--- config.mk ---
export PLATFORM = sky130hd
export DESIGN_NAME = output_channel_controller
export DESIGN_NICKNAME = d
export VERILOG_FILES = /design/src/rtl/output_channel_controller_pkg.sv /design/src/rtl/output_channel_controller_credit_counter.sv /design/src/rtl/output_channel_controller.sv
export SDC_FILE = /design/constraint.sdc
export NUM_CORES = 1
export LEC_CHECK = 0
export CAP_MARGIN = 15
export CORE_MARGIN = 4
export CORE_UTILIZATION = 34
export DETAILED_ROUTE_END_ITERATION = 10
export PLACE_DENSITY = 0.92
export SYNTH_ARGS = -nofsm -noshare
export SYNTH_HDL_FRONTEND = slang
export SYNTH_SLANG_ARGS = --single-unit
--- constraint.sdc ---
create_clock -name CLK -period 4.9 [get_ports CLK]
set_input_delay 1.225 -clock CLK [delete_from_list [all_inputs] [get_ports CLK]]
set_output_delay 1.225 -clock CLK [all_outputs]
set_load 0.03 [all_outputs]
--- src/rtl/output_channel_controller_pkg.sv ---
// Shared definitions for the router output channel controller: channel count,
// one-hot port constants, FSM state encoding and the grant priority helper.
package output_channel_controller_pkg;

  localparam int CHANNELS           = 5;
  localparam int DEFAULT_FLIT_WIDTH = 34;
  localparam int CREDIT_WIDTH       = 4;

  localparam logic [CHANNELS-1:0] P0 = 5'b00001;
  localparam logic [CHANNELS-1:0] P1 = 5'b00010;
  localparam logic [CHANNELS-1:0] P2 = 5'b00100;
  localparam logic [CHANNELS-1:0] P3 = 5'b01000;
  localparam logic [CHANNELS-1:0] P4 = 5'b10000;

  typedef enum logic {
    ST_IDLE = 1'b0,
    ST_BUSY = 1'b1
  } state_e;

  // A malformed multi-bit grant resolves to its lowest set index.
  function automatic logic [CHANNELS-1:0] lowest_set(input logic [CHANNELS-1:0] v);
    logic [CHANNELS-1:0] r;
    logic                found;
    r     = '0;
    found = 1'b0;
    for (int i = 0; i < CHANNELS; i++) begin
      if (v[i] && !found) begin
        r[i]  = 1'b1;
        found = 1'b1;
      end
    end
    return r;
  endfunction

endpackage

--- src/rtl/output_channel_controller_credit_counter.sv ---
// Downstream buffer credit counter: saturates at P_CREDITS, never wraps below
// zero, and flags a sticky error when a credit returns while already full.
module credit_counter
  import output_channel_controller_pkg::*;
#(
  parameter int P_CREDITS = 4
) (
  input  logic                    CLK,
  input  logic                    RST,
  input  logic                    inc,
  input  logic                    dec,
  output logic [CREDIT_WIDTH-1:0] count,
  output logic                    nonzero,
  output logic                    err
);

  localparam logic [CREDIT_WIDTH-1:0] FULL = CREDIT_WIDTH'(P_CREDITS);
  localparam logic [CREDIT_WIDTH-1:0] ONE  = CREDIT_WIDTH'(1);

  logic [CREDIT_WIDTH-1:0] count_q, count_d;
  logic                    err_q, err_d;

  // Simultaneous send and return cancel out, so only lone events move the count.
  always_comb begin
    count_d = count_q;
    err_d   = err_q;
    if (dec && !inc) begin
      if (count_q != '0) begin
        count_d = count_q - ONE;
      end
    end else if (inc && !dec) begin
      if (count_q == FULL) begin
        err_d = 1'b1;
      end else begin
        count_d = count_q + ONE;
      end
    end
  end

  always_ff @(posedge CLK or posedge RST) begin
    if (RST) begin
      count_q <= FULL;
      err_q   <= 1'b0;
    end else begin
      count_q <= count_d;
      err_q   <= err_d;
    end
  end

  assign count   = count_q;
  assign nonzero = (count_q != '0);
  assign err     = err_q;

endmodule

--- src/rtl/output_channel_controller.sv ---
// Output channel allocation holder: locks the port to the granted input from
// head to tail, muxes its flits onto a registered output and tracks credits.
module output_channel_controller
  import output_channel_controller_pkg::*;
#(
  parameter int P_ROUTER_ID  = 0,
  parameter int P_CHANNEL_ID = 0,
  parameter int P_CREDITS    = 4,
  parameter int P_FLIT_WIDTH = DEFAULT_FLIT_WIDTH
) (
  input  logic                             CLK,
  input  logic                             RST,
  input  logic [CHANNELS-1:0]              grants,
  output logic [CHANNELS-1:0]              enables,
  input  logic [CHANNELS-1:0]              in_valid,
  input  logic [CHANNELS*P_FLIT_WIDTH-1:0] in_flits,
  input  logic [CHANNELS-1:0]              in_tail,
  output logic [CHANNELS-1:0]              in_ack,
  output logic                             out_valid,
  output logic [P_FLIT_WIDTH-1:0]          out_flit,
  input  logic                             credit_in,
  output logic                             credit_err
);

  if (P_CREDITS < 1 || P_CREDITS > 15) begin : g_bad_credits
    $error("router %0d channel %0d: P_CREDITS must be 1..15", P_ROUTER_ID, P_CHANNEL_ID);
  end

  localparam logic [CREDIT_WIDTH-1:0] CREDIT_FULL = CREDIT_WIDTH'(P_CREDITS);

  state_e                    state_q, state_d;
  logic [CHANNELS-1:0]       owner_q, owner_d;
  logic                      out_valid_q, out_valid_d;
  logic [P_FLIT_WIDTH-1:0]   out_flit_q, out_flit_d;

  logic [P_FLIT_WIDTH-1:0]   sel_flit;
  logic                      owner_valid;
  logic                      owner_tail;
  logic                      send;
  logic [CREDIT_WIDTH-1:0]   credit_count;
  logic                      credit_nonzero;

  credit_counter #(
    .P_CREDITS (P_CREDITS)
  ) u_credit_counter (
    .CLK     (CLK),
    .RST     (RST),
    .inc     (credit_in),
    .dec     (send),
    .count   (credit_count),
    .nonzero (credit_nonzero),
    .err     (credit_err)
  );

  // owner_q is one-hot or zero, so an OR of masked slices is the crossbar mux.
  always_comb begin
    sel_flit = '0;
    for (int i = 0; i < CHANNELS; i++) begin
      if (owner_q[i]) begin
        sel_flit = sel_flit | in_flits[i*P_FLIT_WIDTH +: P_FLIT_WIDTH];
      end
    end
    owner_valid = |(in_valid & owner_q);
    owner_tail  = |(in_tail & owner_q);
    send        = (state_q == ST_BUSY) && owner_valid && credit_nonzero;
    in_ack      = send ? owner_q : '0;
  end

  always_comb begin
    state_d     = state_q;
    owner_d     = owner_q;
    out_valid_d = send;
    out_flit_d  = send ? sel_flit : out_flit_q;
    case (state_q)
      ST_IDLE: begin
        if (grants != '0) begin
          state_d = ST_BUSY;
          owner_d = lowest_set(grants);
        end
      end
      ST_BUSY: begin
        if (send && owner_tail) begin
          state_d = ST_IDLE;
          owner_d = '0;
        end
      end
      default: begin
        state_d = ST_IDLE;
        owner_d = '0;
      end
    endcase
  end

  always_ff @(posedge CLK or posedge RST) begin
    if (RST) begin
      state_q     <= ST_IDLE;
      owner_q     <= '0;
      out_valid_q <= 1'b0;
      out_flit_q  <= '0;
    end else begin
      state_q     <= state_d;
      owner_q     <= owner_d;
      out_valid_q <= out_valid_d;
      out_flit_q  <= out_flit_d;
    end
  end

  assign enables   = owner_q;
  assign out_valid = out_valid_q;
  assign out_flit  = out_flit_q;

  a_credit_bound: assert property (@(posedge CLK) disable iff (RST) credit_count <= CREDIT_FULL);

endmodule

==> reports/qor.txt <==
CP Class: primary input to output pin
drt total wl: 11400 um
vias after detailed routing: 3283
critical path's top delay family: buffers and inverters
die width: 95.9 um
Max VDD drop: 0.308 mV
synthesized cell area: 2630 um2
Placed Cells: 577
final worst path period share: 88.8%
Final Util: 68.8%
CTS max path bufs: 2
Crit path required time: 3.67 ns
crit end category: output pin
Num CTS Buffers: 5
Die Ht: 95.9 um
Post-DP Area: 4990 um2
n_diodes: 0
CP cell instances: clkdlybuf4s50_1 > a22oi_1 > a221oi_4 > buf_4 > and2_1 > buf_4
synthesis-to-finish area growth: 93.1%
Max Clock Freq: 230 MHz
Setup Skew: 0.0101 ns
Lkg Pwr: 1.91 nW
initial antenna violation count: 0
post-route cell area: 5070 um2
CP Launch Type: primary input
routed len/inst: 19.4 um
# setup viols final: 0
CP arrival: 3.13 ns
slowest stage delay, CP: 0.61 ns
Yosys Warn Count: 0
slew at the pin closest to its max-slew limit: 0.954 ns
Congestion Overflow GR: 0
PD cells: 548 nW/um2
syn_nets: 461
status: finished clean
fraction of layout cells with a size suffix above 1: 4.12%
Initial Utilization: 35.6%
CP Max Fanout: 78
Site Rows: 31
register bit total from synthesis: 46
worst path bufs/invs: 3
class of the most critical hold timing path: register to register
Post-CTS Hold Fix Bufs: 0
Clock Sinks: 46
GRT Overall Usage: 23.0%
Vias/cell: 5.61
antenna viol nets, final: 0
RSZ-0062 raised after global routing: no
non-filler cells, final: 585
Final nets: 677
Synth Instances: 269
Final Max Slew Viols: 0
TritonCTS clock tree: built
Post CTS Setup Buffer Count: 0
Root Buffer Master: clkbuf_8
Core Area: 7370 um2
post-route minimum period: 4.35 ns
Synth cell types: 31
pin count of the biggest net entering global routing: 79
Slowest cell on crit path: buf_4
die area: 9190 um2
DRC viols: 0
Fin. Hold Viols: 0
DR iter-0 viols: 194
H-tree level count: 2
Most Frequent Cell on Critical Path: buf_4
I/O pins: 234
global-route wire length before repair: 16300 um
IO buf count: 233
Syn Area/Cell: 9.76 um2
HPWL after DPL: 8700 um
Resized cells post-CTS: 0
Reg clk slew, reported paths: 0.08 ns
max cap viols: 0
routability congestion estimate from global placement: 0.793
drt first pass iters: 5
vias in the first global route: 3378
Seq/Total Area, Yosys: 43.9%
post-route setup TNS: 0 ns
worst skew pair latency: 0.29 ns
Slew HR: 36.4%
[path summary, 6_finish.rpt]
check,from,to,slack [ns],depth (start not counted)
worst min register to register,u_credit_counter.count[3],u_credit_counter.count[3],0.51,1
worst min-delay path,u_credit_counter.count[3],u_credit_counter.count[3],0.51,1
max in group asynchronous,RST,u_credit_counter.count[0],2.83,2
worst max-delay path,in_valid[1],in_ack[3],0.55,6
worst max register to register,u_credit_counter.count[2],u_credit_counter.count[2],1.88,10
min in group asynchronous,RST,enables[2],1.45,2
[synthesized netlist by cell type]
cell type | count | area, um2
nand3b_1 | 1 | 7.51
and2_1 | 5 | 31.3
xnor2_1 | 3 | 26.3
a22oi_1 | 37 | 278
a21oi_1 | 4 | 20.0
nand4b_1 | 1 | 8.76
a222oi_1 | 36 | 360
o21ai_0 | 1 | 5.00
a22o_1 | 3 | 26.3
a211oi_1 | 1 | 7.51
nand2_1 | 5 | 18.8
nor4_1 | 1 | 6.26
buf_4 | 3 | 22.5
nor3_1 | 1 | 5.00
xor2_1 | 2 | 17.5
a41o_1 | 1 | 10.0
ha_1 | 4 | 50.1
clkbuf_1 | 21 | 78.8
a31oi_1 | 34 | 213
a221oi_2 | 1 | 15.0
dfrtp_1 | 45 | 1130
o22ai_1 | 1 | 6.26
nor2_1 | 37 | 139
mux2_2 | 1 | 11.3
dfstp_2 | 1 | 26.3
buf_6 | 1 | 11.3
inv_1 | 8 | 30.0
nand2b_1 | 2 | 12.5
a32o_1 | 2 | 20.0
nor3_2 | 1 | 10.0
buf_2 | 5 | 25.0
[per-layer routing]
layer  share of wire, %  GRT usage [%]  vias to the layer above
met2                 52           44.4                      183
met4                1.7           7.23                        0
met3                 11           7.04                       15
met1                 35           23.4                     1553
li1                   -              -                     1532
met5                  0              0                        -
[layout make-up]
class / instances / area (um2)
timing repair buffer: 239 / 2370
fill: 571 / 2300
multi-input combinational: 185 / 1320
sequential: 46 / 1150
tap: 99 / 124
clock buffer: 8 / 80.1
inverter: 8 / 30.0
[power breakdown]
part	switching (W)	internal, W	leakage (nW)
clock network	0.000120	0.000102	0.0395
registers	0.000124	0.000587	0.541
logic	0.00106	0.000790	1.32
[flip-flops by register name (all words and copies together), names as in the netlist]
register and flops:
u_credit_counter.count 4, out_flit 34, out_valid 1, u_credit_counter.err 1
state_q 1, enables 5
[cells in the final DEF (no fill, tap or decap), types with 3 or more instances in the layout]
cell type / instances
a22oi_1: 37
nand2_1: 5
xnor2_1: 3
clkbuf_8: 5
a31oi_1: 34
ha_1: 4
a222oi_1: 36
dfrtp_1: 45
a22o_1: 3
inv_1: 7
nor2_1: 37
clkbuf_1: 3
and2_1: 5
buf_4: 10
clkdlybuf4s50_1: 229
a21oi_1: 4
[kinds of logic after synthesis]
kind of cell               count (synthesis)  synth area share, %
buffers and inverters                     38                 6.39
DFF                                       46                 43.9
muxes                                      1                0.429
adders and majority gates                  4                 1.91
and+or+nand+nor                           54                 9.10
AOI/OAI and AO/OA                        121                 36.6
xor gates and xnor gates                   5                 1.67
[per-stage QoR]
step                hold slack (ns)  setup WS, ns  power (W)
floorplan                     0.467          1.37    0.00186
global placement              0.484         0.558    0.00250
detailed placement            0.505         0.537    0.00257
CTS                           0.517         0.534    0.00279
global route                  0.540         0.387    0.00295
finish                        0.512         0.549    0.00278
(Power assumes the default switching activity.)
